## config.mk

```make
export PLATFORM = sky130hd
export DESIGN_NAME = sync_fifo_flags_flat
export DESIGN_NICKNAME = d
export VERILOG_FILES = /design/src/rtl/sync_fifo_pkg.sv /design/src/rtl/sync_fifo_flags_if.sv /design/src/rtl/sync_fifo_flags_ram.sv /design/src/rtl/sync_fifo_flags.sv /design/src/flat_wrapper.sv
export SDC_FILE = /design/constraint.sdc
export NUM_CORES = 1
export LEC_CHECK = 0
export CORE_AREA = 2 2 105 107
export CTS_CLUSTER_SIZE = 10
export DETAILED_ROUTE_END_ITERATION = 7
export DIE_AREA = 0 0 107 109
export DONT_BUFFER_PORTS = 1
export PLACE_DENSITY = 0.85
export SLEW_MARGIN = 30
export SYNTH_ARGS = -nofsm -noshare
export SYNTH_HDL_FRONTEND = slang
export SYNTH_SLANG_ARGS = --single-unit
```

## constraint.sdc

```tcl
create_clock -name clk -period 5.6 [get_ports clk]
set_clock_uncertainty 0.1 [all_clocks]
set_input_delay 0.56 -clock clk [delete_from_list [all_inputs] [get_ports clk]]
set_output_delay 0.56 -clock clk [all_outputs]
set_load 0.05 [all_outputs]
```

## src/rtl/sync_fifo_pkg.sv

```systemverilog
// Shared constants and helpers for the synchronous FIFO family.
// Sibling buffers import this so they agree on default geometry.
package sync_fifo_pkg;

  localparam int DEFAULT_DATA_WIDTH = 16;
  localparam int DEFAULT_DEPTH      = 8;

  // Elaboration-time ceil(log2(value)); returns 0 for value <= 1.
  function automatic int clog2(input int value);
    int result;
    int remain;
    result = 0;
    remain = value - 1;
    while (remain > 0) begin
      result = result + 1;
      remain = remain >> 1;
    end
    return result;
  endfunction

  function automatic bit is_pow2(input int value);
    return (value > 0) && ((value & (value - 1)) == 0);
  endfunction

endpackage

```

## src/rtl/sync_fifo_flags_if.sv

```systemverilog
// Producer/consumer-facing signal bundle of sync_fifo_flags.
// The slave modport is the FIFO itself; the master is whoever drives it.
interface sync_fifo_flags_if
  import sync_fifo_pkg::*;
#(
  parameter int DATA_WIDTH = DEFAULT_DATA_WIDTH,
  parameter int DEPTH      = DEFAULT_DEPTH
) ();

  localparam int CNT_W = clog2(DEPTH) + 1;

  logic                  write_en;
  logic                  read_en;
  logic [DATA_WIDTH-1:0] data_in;
  logic [DATA_WIDTH-1:0] data_out;
  logic                  full;
  logic                  empty;
  logic                  almost_full;
  logic                  almost_empty;
  logic [CNT_W-1:0]      count;
  logic                  overflow;
  logic                  underflow;

  modport master (
    output write_en,
    output read_en,
    output data_in,
    input  data_out,
    input  full,
    input  empty,
    input  almost_full,
    input  almost_empty,
    input  count,
    input  overflow,
    input  underflow
  );

  modport slave (
    input  write_en,
    input  read_en,
    input  data_in,
    output data_out,
    output full,
    output empty,
    output almost_full,
    output almost_empty,
    output count,
    output overflow,
    output underflow
  );

endinterface

```

## src/rtl/sync_fifo_flags_ram.sv

```systemverilog
// Simple dual-port storage for the FIFO: synchronous write, asynchronous read.
// Contents are deliberately not reset so the array can map onto distributed RAM.
module fifo_ram
  import sync_fifo_pkg::*;
#(
  parameter int DATA_WIDTH = DEFAULT_DATA_WIDTH,
  parameter int DEPTH      = DEFAULT_DEPTH,
  localparam int ADDR_W    = clog2(DEPTH)
) (
  input  logic                  clk,
  input  logic                  wr_en,
  input  logic [ADDR_W-1:0]     wr_addr,
  input  logic [DATA_WIDTH-1:0] wr_data,
  input  logic [ADDR_W-1:0]     rd_addr,
  output logic [DATA_WIDTH-1:0] rd_data
);

  logic [DATA_WIDTH-1:0] mem [DEPTH];

  always_ff @(posedge clk) begin
    if (wr_en) begin
      mem[wr_addr] <= wr_data;
    end
  end

  assign rd_data = mem[rd_addr];

endmodule

```

## src/rtl/sync_fifo_flags.sv

```systemverilog
// Parametrised single-clock FIFO with occupancy count, programmable watermarks,
// overflow/underflow pulses and an optional first-word-fall-through read port.
module sync_fifo_flags
  import sync_fifo_pkg::*;
#(
  parameter int DATA_WIDTH = DEFAULT_DATA_WIDTH,
  parameter int DEPTH      = DEFAULT_DEPTH,
  parameter int AF_LEVEL   = DEPTH - 2,
  parameter int AE_LEVEL   = 1,
  parameter int FWFT       = 0
) (
  input  logic              clk,
  input  logic              reset,
  sync_fifo_flags_if.slave  bus
);

  localparam int ADDR_W = clog2(DEPTH);
  localparam int CNT_W  = ADDR_W + 1;

  if (!is_pow2(DEPTH) || DEPTH < 2) begin : g_bad_depth
    $error("sync_fifo_flags: DEPTH must be a power of two and at least 2");
  end
  if (AF_LEVEL < 1 || AF_LEVEL > DEPTH) begin : g_bad_af
    $error("sync_fifo_flags: AF_LEVEL must lie in 1..DEPTH");
  end
  if (AE_LEVEL < 0 || AE_LEVEL > DEPTH - 1) begin : g_bad_ae
    $error("sync_fifo_flags: AE_LEVEL must lie in 0..DEPTH-1");
  end

  logic [ADDR_W-1:0]     wr_ptr;
  logic [ADDR_W-1:0]     rd_ptr;
  logic [CNT_W-1:0]      count_q;
  logic [CNT_W-1:0]      count_next;
  logic                  full_q;
  logic                  empty_q;
  logic                  almost_full_q;
  logic                  almost_empty_q;
  logic                  overflow_q;
  logic                  underflow_q;
  logic                  wr_acc;
  logic                  rd_acc;
  logic [DATA_WIDTH-1:0] ram_rd_data;

  // A pop frees a slot this same edge, so a full FIFO still accepts a
  // concurrent write; a push never rescues a read from an empty FIFO.
  assign rd_acc = bus.read_en & ~empty_q;
  assign wr_acc = bus.write_en & (~full_q | rd_acc);

  always_comb begin
    count_next = count_q;
    case ({wr_acc, rd_acc})
      2'b10:   count_next = count_q + CNT_W'(1);
      2'b01:   count_next = count_q - CNT_W'(1);
      default: count_next = count_q;
    endcase
  end

  // Flags are derived from the next count so they are registered yet
  // already describe the post-edge occupancy.
  always_ff @(posedge clk) begin
    if (reset) begin
      wr_ptr         <= '0;
      rd_ptr         <= '0;
      count_q        <= '0;
      full_q         <= 1'b0;
      empty_q        <= 1'b1;
      almost_full_q  <= 1'b0;
      almost_empty_q <= 1'b1;
      overflow_q     <= 1'b0;
      underflow_q    <= 1'b0;
    end else begin
      if (wr_acc) begin
        wr_ptr <= wr_ptr + ADDR_W'(1);
      end
      if (rd_acc) begin
        rd_ptr <= rd_ptr + ADDR_W'(1);
      end
      count_q        <= count_next;
      full_q         <= (count_next == CNT_W'(DEPTH));
      empty_q        <= (count_next == '0);
      almost_full_q  <= (count_next >= CNT_W'(AF_LEVEL));
      almost_empty_q <= (count_next <= CNT_W'(AE_LEVEL));
      overflow_q     <= bus.write_en & full_q & ~bus.read_en;
      underflow_q    <= bus.read_en & empty_q;
    end
  end

  fifo_ram #(
    .DATA_WIDTH (DATA_WIDTH),
    .DEPTH      (DEPTH)
  ) u_ram (
    .clk     (clk),
    .wr_en   (wr_acc),
    .wr_addr (wr_ptr),
    .wr_data (bus.data_in),
    .rd_addr (rd_ptr),
    .rd_data (ram_rd_data)
  );

  if (FWFT == 0) begin : g_std_read
    logic [DATA_WIDTH-1:0] data_out_q;

    always_ff @(posedge clk) begin
      if (reset) begin
        data_out_q <= '0;
      end else if (rd_acc) begin
        data_out_q <= ram_rd_data;
      end
    end

    assign bus.data_out = data_out_q;
  end else begin : g_fwft_read
    logic [DATA_WIDTH-1:0] last_popped_q;

    // While empty the port replays the last word handed out rather than stale RAM.
    always_ff @(posedge clk) begin
      if (reset) begin
        last_popped_q <= '0;
      end else if (rd_acc) begin
        last_popped_q <= ram_rd_data;
      end
    end

    assign bus.data_out = empty_q ? last_popped_q : ram_rd_data;
  end

  assign bus.count        = count_q;
  assign bus.full         = full_q;
  assign bus.empty        = empty_q;
  assign bus.almost_full  = almost_full_q;
  assign bus.almost_empty = almost_empty_q;
  assign bus.overflow     = overflow_q;
  assign bus.underflow    = underflow_q;

endmodule

```

## src/flat_wrapper.sv

```systemverilog
// flat-port wrapper written by rule: the top's interface ports become plain ports
module sync_fifo_flags_flat import sync_fifo_pkg::*;
#(
  parameter int DATA_WIDTH = DEFAULT_DATA_WIDTH,
  parameter int DEPTH      = DEFAULT_DEPTH,
  parameter int AF_LEVEL   = DEPTH - 2,
  parameter int AE_LEVEL   = 1,
  parameter int FWFT       = 0
)
  (clk, reset, bus_write_en, bus_read_en, bus_data_in, bus_data_out, bus_full, bus_empty, bus_almost_full, bus_almost_empty, bus_count, bus_overflow, bus_underflow);
  sync_fifo_flags_if #(.DATA_WIDTH(DATA_WIDTH), .DEPTH(DEPTH)) bus_i ();
  input  logic clk;
  input  logic reset;
  input wire logic [$bits(bus_i.write_en)-1:0] bus_write_en;
  input wire logic [$bits(bus_i.read_en)-1:0] bus_read_en;
  input wire logic [$bits(bus_i.data_in)-1:0] bus_data_in;
  output wire logic [$bits(bus_i.data_out)-1:0] bus_data_out;
  output wire logic [$bits(bus_i.full)-1:0] bus_full;
  output wire logic [$bits(bus_i.empty)-1:0] bus_empty;
  output wire logic [$bits(bus_i.almost_full)-1:0] bus_almost_full;
  output wire logic [$bits(bus_i.almost_empty)-1:0] bus_almost_empty;
  output wire logic [$bits(bus_i.count)-1:0] bus_count;
  output wire logic [$bits(bus_i.overflow)-1:0] bus_overflow;
  output wire logic [$bits(bus_i.underflow)-1:0] bus_underflow;
  assign bus_i.write_en = bus_write_en;
  assign bus_i.read_en = bus_read_en;
  assign bus_i.data_in = bus_data_in;
  assign bus_data_out = bus_i.data_out;
  assign bus_full = bus_i.full;
  assign bus_empty = bus_i.empty;
  assign bus_almost_full = bus_i.almost_full;
  assign bus_almost_empty = bus_i.almost_empty;
  assign bus_count = bus_i.count;
  assign bus_overflow = bus_i.overflow;
  assign bus_underflow = bus_i.underflow;
  sync_fifo_flags #(.DATA_WIDTH(DATA_WIDTH), .DEPTH(DEPTH), .AF_LEVEL(AF_LEVEL), .AE_LEVEL(AE_LEVEL), .FWFT(FWFT)) u_core (.clk(clk), .reset(reset), .bus(bus_i));
endmodule
```

==> impl_metrics.tcl <==
set metrics [dict create \
    fin_crit_sh_pct 63.8 \
    crit_fanout 40 \
    worstHoldStart "bus_data_in[9]" \
    die-area_mm2 0.0117 \
    synth_edf_count 128 \
    avgSynthCellArea_um2 18.6 \
    wl_um 11100 \
    finalCriticalPeriod_ns 3.57 \
    required_ns 5.92 \
    clkSinkCount 160 \
    syn_to_final_growth_pct 15.6 \
    diodes 0 \
    hold_violations 0 \
    final_common_cell "edfxtp_1" \
    r2r_start "u_core.bus.empty" \
    fin_setup_tns_ns 0 \
    placed_area_mm2 0.00633 \
    grt_max_degree 41 \
    endpoint_kind "flip-flop" \
    synth_top_cell_by_area "edfxtp_1" \
    drt-initial-drc-count 347 \
    core-area_mm2 0.0106 \
    rr_worst_depth 10 \
    synth_seq_cells 160 \
    synth_nets 355 \
    worst_hold_path_type "input port to flip-flop" \
    synth-simple-area-share_pct 3.50 \
    crit_type "flip-flop to flip-flop" \
    async_reset_ff_share_pct 0 \
    vias 3102 \
    clk-insertion-delay-late_ns 0.53 \
    critPathArrivalTime_ns 3.90 \
    yosysSeqAreaShare_pct 72.9 \
    synthCells 330 \
    max-slew-margin-rel_pct 46.4 \
    cts_buffer_depth 2 \
    max_freq_mhz 280 \
    core.rowCount 38 \
    synth_xor_area_share_pct 1.24 \
    synth_compound_area_share_pct 4.68 \
    leakage_nw 2.32 \
    multiInputGateArea_mm2 0.00158 \
    synth.area.top_cells "edfxtp_1 (63%), mux4_2 (12%), dfxtp_1 (10%)" \
    gp_congestion 0.787 \
    ant_nets 0 \
    die_x_um 107 \
    htree_num_levels 4 \
    cts_tree "done" \
    initial_core_util_pct 58.0 \
    numCtsBuffers 17 \
    postCtsSetupBuffers 0 \
    path_clk_slew_ns 0.07 \
    drive_gt1_share_pct 23.7 \
    grt_usage_pct 21.0 \
    rrSetupSlack_ns 2.03 \
    via_per_inst 6.01 \
    grt_pass1_vias 3103 \
    cts-root-buf "clkbuf_8" \
    worst_pin_slew_ns 0.802 \
    synth_mux_area_share_pct 15.0 \
    status "finished, final reports clean" \
    synth_top_flop_cell "edfxtp_1" \
    drv_cap 0 \
    post-route-cell-area_mm2 0.00711 \
    irDropWorstVdd_mv 0.220 \
    final.fill_count 658 \
    grt.overflow.total 0 \
    synth_fa_ha_area_share_pct 1.02 \
    wl_per_cell_um 21.6 \
    grt_pass1_wl_um 17200 \
    p_per_area_mw_per_mm2 435 \
    synth_area_mm2 0.00615 \
    drv_slew 0 \
    yosysTopAreaCellShare_pct 62.5 \
    fp.dieH_um 109 \
    holdPathStages 0 \
    ios 46 \
    rsz0062_at_grt "no" \
    hpwl_um 6330 \
    ys_types 37 \
    synth_warnings 0 \
    cp-start-kind "flip-flop" \
    r2r-end "u_core.bus.almost_empty" \
    final_cell_mix "edfxtp_1 (128), mux4_2 (32), dfxtp_1 (30)" \
    dr.pass1.iters 4 \
    seq_area_mm2 0.00449 \
    drc 0 \
    setup_viol 0 \
    min_to "u_core.u_ram.mem[2][9]" \
    io_buffers 0 \
    layout.nets 388 \
    antenna_found_initial 0 \
    synth_top_family_by_area "multiplexers" \
]
state kept, by name (all words and copies together) (netlist names):
register / flops
u_core.bus.almost_empty: 1
u_core.bus.almost_full: 1
u_core.bus.count: 4
u_core.bus.data_out: 16
u_core.bus.empty: 1
u_core.bus.full: 1
u_core.bus.overflow: 1
u_core.bus.underflow: 1
u_core.rd_ptr: 3
u_core.u_ram.mem: 128
u_core.wr_ptr: 3
per-layer routing:
metal / vias to the layer above / global-route usage, % / share of wire, %
met2: 112 / 33.2 / 51
met5: - / 0 / 0
met4: 0 / 8.72 / 1.3
met3: 13 / 8.01 / 7.0
li1: 1383 / - / -
met1: 1594 / 26.4 / 41
worst max-delay path, stage by stage (launching register included):
cell and delay [ns]:
dfxtp_1 0.67, nor2b_2 0.08, buf_4 0.28, o21ai_0 0.51, ha_1 0.39, xor2_1 0.13
ha_1 0.23, a21oi_1 0.23, xor3_1 0.32, a211o_2 0.35, and3_1 0.17
power breakdown:
part           switching, mW  leakage, nW  internal (mW)
clock                  0.465        0.279          0.617
sequential             0.238         1.43           1.37
combinational          0.204        0.620          0.199
total                  0.908         2.32           2.18
metrics by stage:
| step | hold WS [ns] | power, mW | instances | util, % | setup slack (ns) |
|---|---|---|---|---|---|
| after detailed placement | 0.379 | 2.02 | 464 | 59.7 | 2.06 |
| after global placement | 0.369 | 1.99 | 464 | 59.7 | 2.28 |
| after CTS | 0.0000989 | 3.09 | 501 | 65.6 | 2.03 |
| after global routing | 0.00172 | 3.21 | 516 | 67.0 | 1.76 |
| after floorplan | 0.362 | 1.93 | 330 | - | 2.63 |
| final | 0.0287 | 3.09 | 516 | 67.0 | 2.03 |
synthesized netlist by cell type, types with 2 or more instances:
| library cell | number |
|---|---|
| edfxtp_1 | 128 |
| or2_2 | 2 |
| nand2_1 | 5 |
| a21oi_1 | 19 |
| inv_1 | 3 |
| nand3b_1 | 2 |
| o21ai_0 | 17 |
| buf_2 | 6 |
| nand2b_1 | 3 |
| mux2i_1 | 20 |
| ha_1 | 5 |
| o211ai_1 | 2 |
| nor2_1 | 17 |
| and3_1 | 2 |
| mux4_2 | 32 |
| clkbuf_1 | 7 |
| nor3_1 | 3 |
| dfxtp_1 | 32 |
| buf_4 | 3 |
| xor2_1 | 5 |
final cells by class:
type                       instances  share of cell area (%)
clock buffer                      20                    6.73
clock inverter                    12                    1.36
timing repair buffer              31                    3.98
inverter                           3                   0.158
tap                              140                    2.47
sequential                       160                    63.1
multi-input combinational        150                    22.2
repair_timing:
| item | 4_1_cts | 5_1_grt |
|---|---|---|
| hold buffers | 5 | 15 |
| setup endpoints to repair | 0 | 0 |
| gates resized for setup | 0 | 0 |
| endpoints found under the hold margin | 25 | 107 |
kinds of logic (layout without fill, tap and decap cells):
group / after synthesis / in the layout
multiplexers: 52 / 52
adder cells (fa/ha/maj): 5 / 5
flip-flops: 160 / 160
XOR/XNOR: 7 / 7
buffers and inverters: 20 / 66
AO/OA/AOI/OAI: 45 / 45
AND/OR/NAND/NOR: 41 / 41
worst max-delay path by stage:
stage	from	endpoint	slack [ns]
final	u_core.bus.empty	u_core.bus.almost_empty	2.03
after global routing	u_core.bus.empty	u_core.bus.almost_empty	1.76
after CTS	u_core.bus.empty	u_core.bus.almost_empty	2.03
after detailed placement	u_core.bus.empty	u_core.bus.almost_empty	2.06
after global placement	u_core.bus.empty	u_core.bus.almost_empty	2.28
after floorplan	bus_read_en	u_core.bus.almost_empty	2.63
No activity file was read; power rests on OpenSTA's default activity.
